$ cat config.mk
export PLATFORM = sky130hd
export DESIGN_NAME = cell_census
export DESIGN_NICKNAME = d
export VERILOG_FILES = /design/src/rtl/cell_census.sv
export SDC_FILE = /design/constraint.sdc
export NUM_CORES = 1
export LEC_CHECK = 0
export CAP_MARGIN = 20
export CORE_MARGIN = 5
export CORE_UTILIZATION = 53
export DETAILED_ROUTE_END_ITERATION = 6
export PLACE_DENSITY_LB_ADDON = 0.3
export SYNTH_ARGS = -nofsm -noshare
export SYNTH_HDL_FRONTEND = slang
export SYNTH_SLANG_ARGS = --single-unit
$ cat constraint.sdc
create_clock -name clk -period 7.75 [get_ports clk]
set_input_delay 1.1625 -clock clk [delete_from_list [all_inputs] [get_ports clk]]
set_output_delay 1.1625 -clock clk [all_outputs]
set_load 0.01 [all_outputs]
$ cat src/rtl/cell_census.sv
// Sequential live-cell census: row-serial popcount, double-dabble BCD, seven-segment output.
// Optional leading-zero blanking when CENSUS_BLANK_EN is defined.
module cell_census #(
   parameter  int WIDTH  = 20,
   parameter  int HEIGHT = 15,
   parameter  int DIGITS = 4,
   localparam int CW     = $clog2(WIDTH*HEIGHT+1)
) (
   input  logic                           clk,
   input  logic                           rst_n,
   input  logic                           start,
   input  logic [HEIGHT-1:0][WIDTH-1:0]   grid,
   output logic                           busy,
   output logic                           done,
   output logic [CW-1:0]                  count,
   output logic                           overflow,
   output logic [8*DIGITS-1:0]            display_data
);

   localparam int RW   = (HEIGHT > 1) ? $clog2(HEIGHT) : 1;
   localparam int BW   = (CW > 1) ? $clog2(CW) : 1;
   localparam int BCDW = 4*DIGITS;

   function automatic logic [63:0] pow10(input int n);
      logic [63:0] p;
      p = 64'd1;
      for (int i = 0; i < n; i++) p = p * 64'd10;
      return p;
   endfunction

   localparam logic [63:0] LIMIT = pow10(DIGITS);

   function automatic logic [7:0] seg(input logic [3:0] d);
      case (d)
         4'd0: seg = 8'h3F;
         4'd1: seg = 8'h06;
         4'd2: seg = 8'h5B;
         4'd3: seg = 8'h4F;
         4'd4: seg = 8'h66;
         4'd5: seg = 8'h6D;
         4'd6: seg = 8'h7D;
         4'd7: seg = 8'h07;
         4'd8: seg = 8'h7F;
         4'd9: seg = 8'h6F;
         default: seg = 8'h00;
      endcase
   endfunction

   function automatic logic [8*DIGITS-1:0] render(input logic [BCDW-1:0] b);
      logic [8*DIGITS-1:0] r;
`ifdef CENSUS_BLANK_EN
      logic lead;
      r    = '0;
      lead = 1'b1;
      // Scan from the top digit; zeros stay blank until the first nonzero digit.
      for (int i = DIGITS-1; i >= 0; i--) begin
         if (b[4*i +: 4] != 4'd0) lead = 1'b0;
         r[8*i +: 8] = (lead && i != 0) ? 8'h00 : seg(b[4*i +: 4]);
      end
`else
      r = '0;
      for (int i = 0; i < DIGITS; i++) r[8*i +: 8] = seg(b[4*i +: 4]);
`endif
      return r;
   endfunction

   function automatic logic [CW-1:0] popcnt(input logic [WIDTH-1:0] row_bits);
      logic [CW-1:0] c;
      c = '0;
      for (int i = 0; i < WIDTH; i++) c = c + CW'(row_bits[i]);
      return c;
   endfunction

   localparam logic [8*DIGITS-1:0] RST_DISP = render('0);

   typedef enum logic [1:0] {IDLE, SCAN, CONVERT, UPDATE} state_t;

   state_t                       state, next;
   logic [HEIGHT-1:0][WIDTH-1:0] snap;
   logic [CW-1:0]                acc, acc_nxt, shreg;
   logic [BCDW-1:0]              bcd, adj;
   logic [RW-1:0]                row;
   logic [BW-1:0]                bit_cnt;
   logic                         last_row, last_bit;

   assign acc_nxt  = acc + popcnt(snap[row]);
   assign last_row = (row == RW'(HEIGHT-1));
   assign last_bit = (bit_cnt == BW'(CW-1));
   assign busy     = (state != IDLE);

   always_comb begin
      adj = bcd;
      for (int i = 0; i < DIGITS; i++)
         if (bcd[4*i +: 4] >= 4'd5) adj[4*i +: 4] = bcd[4*i +: 4] + 4'd3;
   end

   always_ff @(posedge clk or negedge rst_n)
      if (!rst_n) state <= IDLE;
      else        state <= next;

   always_comb begin
      next = state;
      case (state)
         IDLE:    if (start)    next = SCAN;
         SCAN:    if (last_row) next = CONVERT;
         CONVERT: if (last_bit) next = UPDATE;
         UPDATE:                next = IDLE;
         default:               next = IDLE;
      endcase
   end

   always_ff @(posedge clk or negedge rst_n) begin
      if (!rst_n) begin
         snap         <= '0;
         acc          <= '0;
         shreg        <= '0;
         bcd          <= '0;
         row          <= '0;
         bit_cnt      <= '0;
         done         <= 1'b0;
         count        <= '0;
         overflow     <= 1'b0;
         display_data <= RST_DISP;
      end else begin
         done <= 1'b0;
         case (state)
            IDLE: if (start) begin
               snap <= grid;
               acc  <= '0;
               row  <= '0;
            end
            SCAN: begin
               acc <= acc_nxt;
               row <= row + RW'(1);
               // Load the converter with the total including the final row.
               if (last_row) begin
                  shreg   <= acc_nxt;
                  bcd     <= '0;
                  bit_cnt <= '0;
               end
            end
            CONVERT: begin
               bcd     <= {adj[BCDW-2:0], shreg[CW-1]};
               shreg   <= shreg << 1;
               bit_cnt <= bit_cnt + BW'(1);
            end
            UPDATE: begin
               count        <= acc;
               overflow     <= (64'(acc) >= LIMIT);
               display_data <= (64'(acc) >= LIMIT) ? {DIGITS{8'h40}} : render(bcd);
               done         <= 1'b1;
            end
            default: ;
         endcase
      end
   end

endmodule

# Yosys cells after proc, flatten, opt, wreduce, memory -nomap -nowiden
# Memories as Yosys holds them, arrays and structs flattened. A register that Yosys moved wholly into a read port is not among the register bits.
# Cells that the tools add are included.
# op_classes
addsub	26
mul	0
div_mod_pow	0
n_lt_le_gt_ge	5
n_eq_ne	8
shift	0
mux	21
n_bitwise	0
n_reduce_logical	12
# ops
cell	n
9-bit by 1-bit adder with 9-bit output	11
20-bit binary-select mux with 4-bit select	1
9-bit case mux with 2 select lines	2
16-bit case mux with 2 select lines	1
20-bit 2-to-1 mux	1
4-bit 2-to-1 mux	5
9-bit 2-to-1 mux	2
4-bit by 3-bit greater-or-equal comparator with 1-bit output, second input constant	4
16-bit 2-to-1 mux	1
4-bit case mux with 2 select lines	2
4-bit by 2-bit adder with 4-bit output, second input constant	3
8-bit by 1-bit adder with 9-bit output	1
9-bit adder	1
4-bit by 1-bit adder with 4-bit output, second input constant	2
7-bit by 1-bit adder with 8-bit output	1
4-bit equality test, second input constant	2
2-bit case mux with 4 select lines	1
6-bit by 1-bit adder with 7-bit output	1
5-bit by 1-bit adder with 6-bit output	1
2-bit 2-to-1 mux	3
2-bit inequality test, second input constant	3
2-bit AND reduction	3
2-bit nonzero test	3
4-bit by 1-bit adder with 5-bit output	1
other kinds (12)	16
# totals
regBits	386
latch_bits	0
ramBits	0
rom_bits	448
inputBits	303
output_inout_bits	44
wordCells	100
n_memories	4
# memory_table
name	depth	width	read_ports	rd_clocked_by_memory_dff	write_ports	line_no	source
(no name shown)	16	7	1	1	0	34	case (d)
(no name shown)	16	7	1	1	0	34	
(no name shown)	16	7	1	1	0	34	
(no name shown)	16	7	1	1	0	34	

# Depth between registers and ports, before layout
# depth
depth_word	24
mapped_depth	21

# Worst setup path after synthesis
# OpenSTA, ideal clock, no wires.
# synth_path
path_kind	register to register
from	reg row[0]
to	reg acc[8]
setup_ns	0.123
arrival_ns	5.861
required_ns	7.627
slack_ns	1.766
path_stages_with_launch	20
path_buffers	3
cell_sequence	dfrtp_1 buf_6 buf_6 buf_8 mux4_2 a22oi_1 o21ai_1 fa_1 fa_1 fa_1 inv_1 fa_1 fa_1 fa_1 fa_1 and2b_1 o31ai_2 a211oi_1 mux2i_1 nor3_1
# synth_between
elab_chain_cells	23
# synth_lines
element	line_no	source
start: declaration	82	logic [RW-1:0] row;
start signal: assignment	134	row <= row + RW'(1);
20-bit binary-select mux with 4-bit select *	86	assign acc_nxt = acc + popcnt(snap[row]);
20-bit 2-to-1 mux (implied by the code) *	86	
1-bit by 1-bit adder with 2-bit output	70	for (int i = 0; i < WIDTH; i++) c = c + CW'(row_bits[i]);
2-bit by 1-bit adder with 3-bit output	70	
3-bit by 1-bit adder with 4-bit output	70	
4-bit by 1-bit adder with 5-bit output	70	
5-bit by 1-bit adder with 6-bit output	70	
6-bit by 1-bit adder with 7-bit output	70	
7-bit by 1-bit adder with 8-bit output	70	
8-bit by 1-bit adder with 9-bit output	70	
9-bit by 1-bit adder with 9-bit output (10 in series)	70	
9-bit by 1-bit adder with 9-bit output *	70	
9-bit adder *	86	
9-bit case mux with 2 select lines *	126	case (state)
end signal: assignment	133	acc <= acc_nxt;
end: declaration	80	logic [CW-1:0] acc, acc_nxt, shreg;
# Every way passes the cells marked *; elsewhere a longest branch is shown, timed or not. The select of a mux whose other input is x is not followed.
# A chain may end at the register's enable or synchronous reset.

# Worst setup path after layout
# Ends and elaborated chain as after synthesis.

==> flow_metrics.tcl <==
set metrics [dict create \
    grt_use_total 0.252 \
    die_area_sq_mm 0.0391 \
    whs_path_depth 2 \
    via_count 12700 \
    grt_pass1_vias 13500 \
    hpwl_um 36900 \
    netlist_instances 1408 \
    synth_compound_area_frac 0.0772 \
    met2_usage 0.411 \
    cts_tree "done" \
    setup_viol 0 \
    pin_count 347 \
    met1_usage 0.344 \
    gr-usage-met3 0.0402 \
    rows 68 \
    antenna_found_initial 5 \
    final.period_utilization 0.883 \
    r2r_slack_ns 0.91 \
    power_density_mw_per_mm2 577 \
    critical_path_class "flop to flop" \
    max_slew.worst_pin.slew_ns 1.09 \
    dr.pass1.iters 7 \
    r2r_end "acc[8]$_DFFE_PN0P_" \
    post_cts_buffers 0 \
    cts_resized 0 \
    hold-path-endpoint "display_data[25]$_DFFE_PN1P_" \
    cts_sinks 382 \
    hp-class "flop to flop" \
    hold_viol_final 0 \
    finalMaxSlewViolations 0 \
    routedWlPerCell_um 22.7 \
    rsz0062_at_grt "false" \
    route.detailed.drc 0 \
    root_buffer "clkbuf_16" \
    syn_to_final_growth_pct 27.3 \
    worstReg2RegStart "row[0]$_DFFE_PN0P_" \
    cts-hold-fix-buffers 0 \
    yosysUniqueCellTypes 57 \
    clkTransAtPathRegs_ns 0.06 \
    grt_pass1_wl_um 76600 \
    crit_required_ns 8.16 \
    synth-async-reset-ratio 1.00 \
    drtIter0Drc 790 \
    grt_max_degree 194 \
    worstSetupEndpointType "flop" \
    fin_worst_skew_ns 0.0141 \
    core_area_sq_mm 0.0346 \
    die_x_um 198 \
    peakVddDrop_mv 1.50 \
    synthSimpleGateAreaFrac 0.0403 \
    relSlewSlack 0.273 \
    grt-ovfl-total 0 \
    worst_r2r_path_depth 17 \
    cts_htree_levels 2 \
    synth_xor_area_frac 0.00516 \
    syn_area_sq_mm 0.0187 \
    dieHeight_um 198 \
    globalplace.congestion 0.838 \
    clk_path_buf_depth 3 \
    leakagePower_nw 9.84 \
    critPathArrivalTime_ns 7.25 \
    cap_violations 0 \
    setup_tns_ns 0 \
    nets 2081 \
    avgSynthCellArea_sq_um 13.3 \
    ys_warn_count 0 \
    yosysSeqAreaShare 0.513 \
    ys_seq_elements 382 \
    hold_path.startpoint "display_data[25]$_DFFE_PN1P_" \
    min_period_ns 6.84 \
    crit_start "row[0]$_DFFE_PN0P_" \
    synth_top_family_by_area "multiplexers" \
    synth_mux_area_frac 0.280 \
    ys.flop_type "dfrtp_1" \
    postRouteAntennaNets 0 \
    status "finished, final reports clean" \
    cp_max_fo 42 \
    busiest_layer "met2" \
    drt-total-wl_um 50200 \
    power.total_mw 13.7 \
    initial_core_util 0.539 \
    synthAdderAreaFrac 0.0476 \
    cts_buffers 41 \
    vias_per_cell 5.74 \
    max_freq_mhz 146 \
    port_buffers 341 \
    synth_edf_count 0 \
    clkLatencyLatePin_ns 0.53 \
    start_kind "flop" \
    drive_gt1_frac 0.285 \
]
sequential cells by signal (all words and copies together) (netlist names):
| register | cells |
|---|---|
| acc | 9 |
| bcd | 16 |
| bit_cnt | 4 |
| count | 9 |
| display_data | 28 |
| done | 1 |
| row | 4 |
| shreg | 9 |
| snap | 300 |
| state | 2 |
cells in the mapped netlist, types with 4 or more instances:
cell type,n,share of area
nor2_1,59,0.012
dfrtp_1,358,0.48
or2_2,4,0.0013
a22o_1,6,0.0028
nor2b_1,12,0.0040
a21o_1,5,0.0020
mux4_2,54,0.065
ha_1,47,0.031
xnor2_1,9,0.0042
a22oi_1,11,0.0044
nand3_1,12,0.0032
buf_4,12,0.0048
a311oi_1,6,0.0028
nand2_1,56,0.011
nor3_1,4,0.0011
mux2i_1,35,0.019
buf_6,6,0.0036
a21oi_1,61,0.016
o21ai_1,4,0.0011
a211oi_1,7,0.0028
inv_1,40,0.0080
clkbuf_1,28,0.0056
nand2b_1,9,0.0030
o211ai_1,13,0.0052
o21ai_0,79,0.021
buf_2,48,0.013
mux2_2,325,0.20
fa_1,15,0.016
dfstp_2,24,0.034
a221o_1,9,0.0048
o31ai_1,4,0.0016
through the flow:
step	utilization	hold slack, ns	worst slack [ns]	instance area [sq um]	std cells
after CTS	0.685	0.472	0.901	23700	2201
after detailed placement	0.645	0.465	0.927	22300	2127
after global routing	0.686	0.501	0.499	23800	2207
after floorplan	-	0.450	1.77	18700	1412
final	0.686	0.472	0.906	23800	2207
after global placement	0.645	0.457	1.03	22300	2127
layout by cell type, fill, tap and decap left out, types with 5 or more instances in the layout:
cell type	instances
fa_1	15
nand2b_1	9
mux4_2	54
clkinv_2	6
a21oi_1	61
xnor2_1	9
dfstp_2	24
o21ai_0	79
clkbuf_8	9
nand2_1	55
a211oi_1	7
a311oi_1	6
o211ai_1	13
clkdlybuf4s50_1	340
nand3_1	12
a21o_1	5
dfrtp_1	355
a22o_1	6
inv_1	40
nor2b_1	12
mux2i_1	34
conb_1	5
nor2_1	59
clkbuf_1	10
clkbuf_16	42
diode_2	5
ha_1	46
buf_4	13
mux2_2	325
a22oi_1	11
a221o_1	9
power breakdown:
part	switching [mW]	leakage, nW	internal, mW
combinational	4.15	4.61	4.00
sequential	0.632	4.55	2.93
clock	0.788	0.681	1.22
kinds of logic (layout without fill, tap and decap cells):
logic type	after synthesis	after routing
XOR/XNOR	11	11
flip-flops	382	382
AO/OA/AOI/OAI	232	232
adder cells (fa/ha/maj)	62	62
buffers and inverters	138	473
multiplexers	414	414
AND/OR/NAND/NOR	168	168
other	1	10
worst max path at each step:
| stage | to | slack (ns) | cells after the start |
|---|---|---|---|
| final | acc[8]$_DFFE_PN0P_ | 0.91 | 17 |
| after global routing | acc[8]$_DFFE_PN0P_ | 0.50 | 17 |
| after CTS | acc[8]$_DFFE_PN0P_ | 0.90 | 17 |
| after detailed placement | acc[8]$_DFFE_PN0P_ | 0.93 | 17 |
| after global placement | acc[8]$_DFFE_PN0P_ | 1.03 | 17 |
| after floorplan | acc[8]$_DFFE_PN0P_ | 1.77 | 19 |
per-layer routing:
metal	up-vias	routed length (um)
met5	-	0
met4	0	1870
met3	105	2910
met2	434	24900
met1	6395	20500
li1	5730	-
worst max-delay path: stages (launching register included):
cell	delay, ns
dfrtp_4	0.79
buf_12	0.35
mux4_2	0.55
a22oi_1	0.25
o21ai_1	0.14
fa_1	0.59
fa_1	0.45
fa_1	0.54
inv_1	0.05
fa_1	0.51
fa_1	0.52
fa_1	0.47
fa_1	0.41
and2b_1	0.24
o31ai_2	0.09
a211oi_1	0.40
mux2i_1	0.24
nor3_1	0.07
final cells by class:
class | instances | area [sq um]
Sequential cell | 382 | 9600
Fill cell | 2448 | 10900
Multi-Input combinational cell | 892 | 8440
Clock inverter | 13 | 181
Antenna cell | 5 | 12.5
Inverter | 41 | 154
Timing Repair Buffer | 358 | 3600
Tap cell | 455 | 569
Clock buffer | 61 | 1210
No activity file was read; power rests on OpenSTA's default activity.
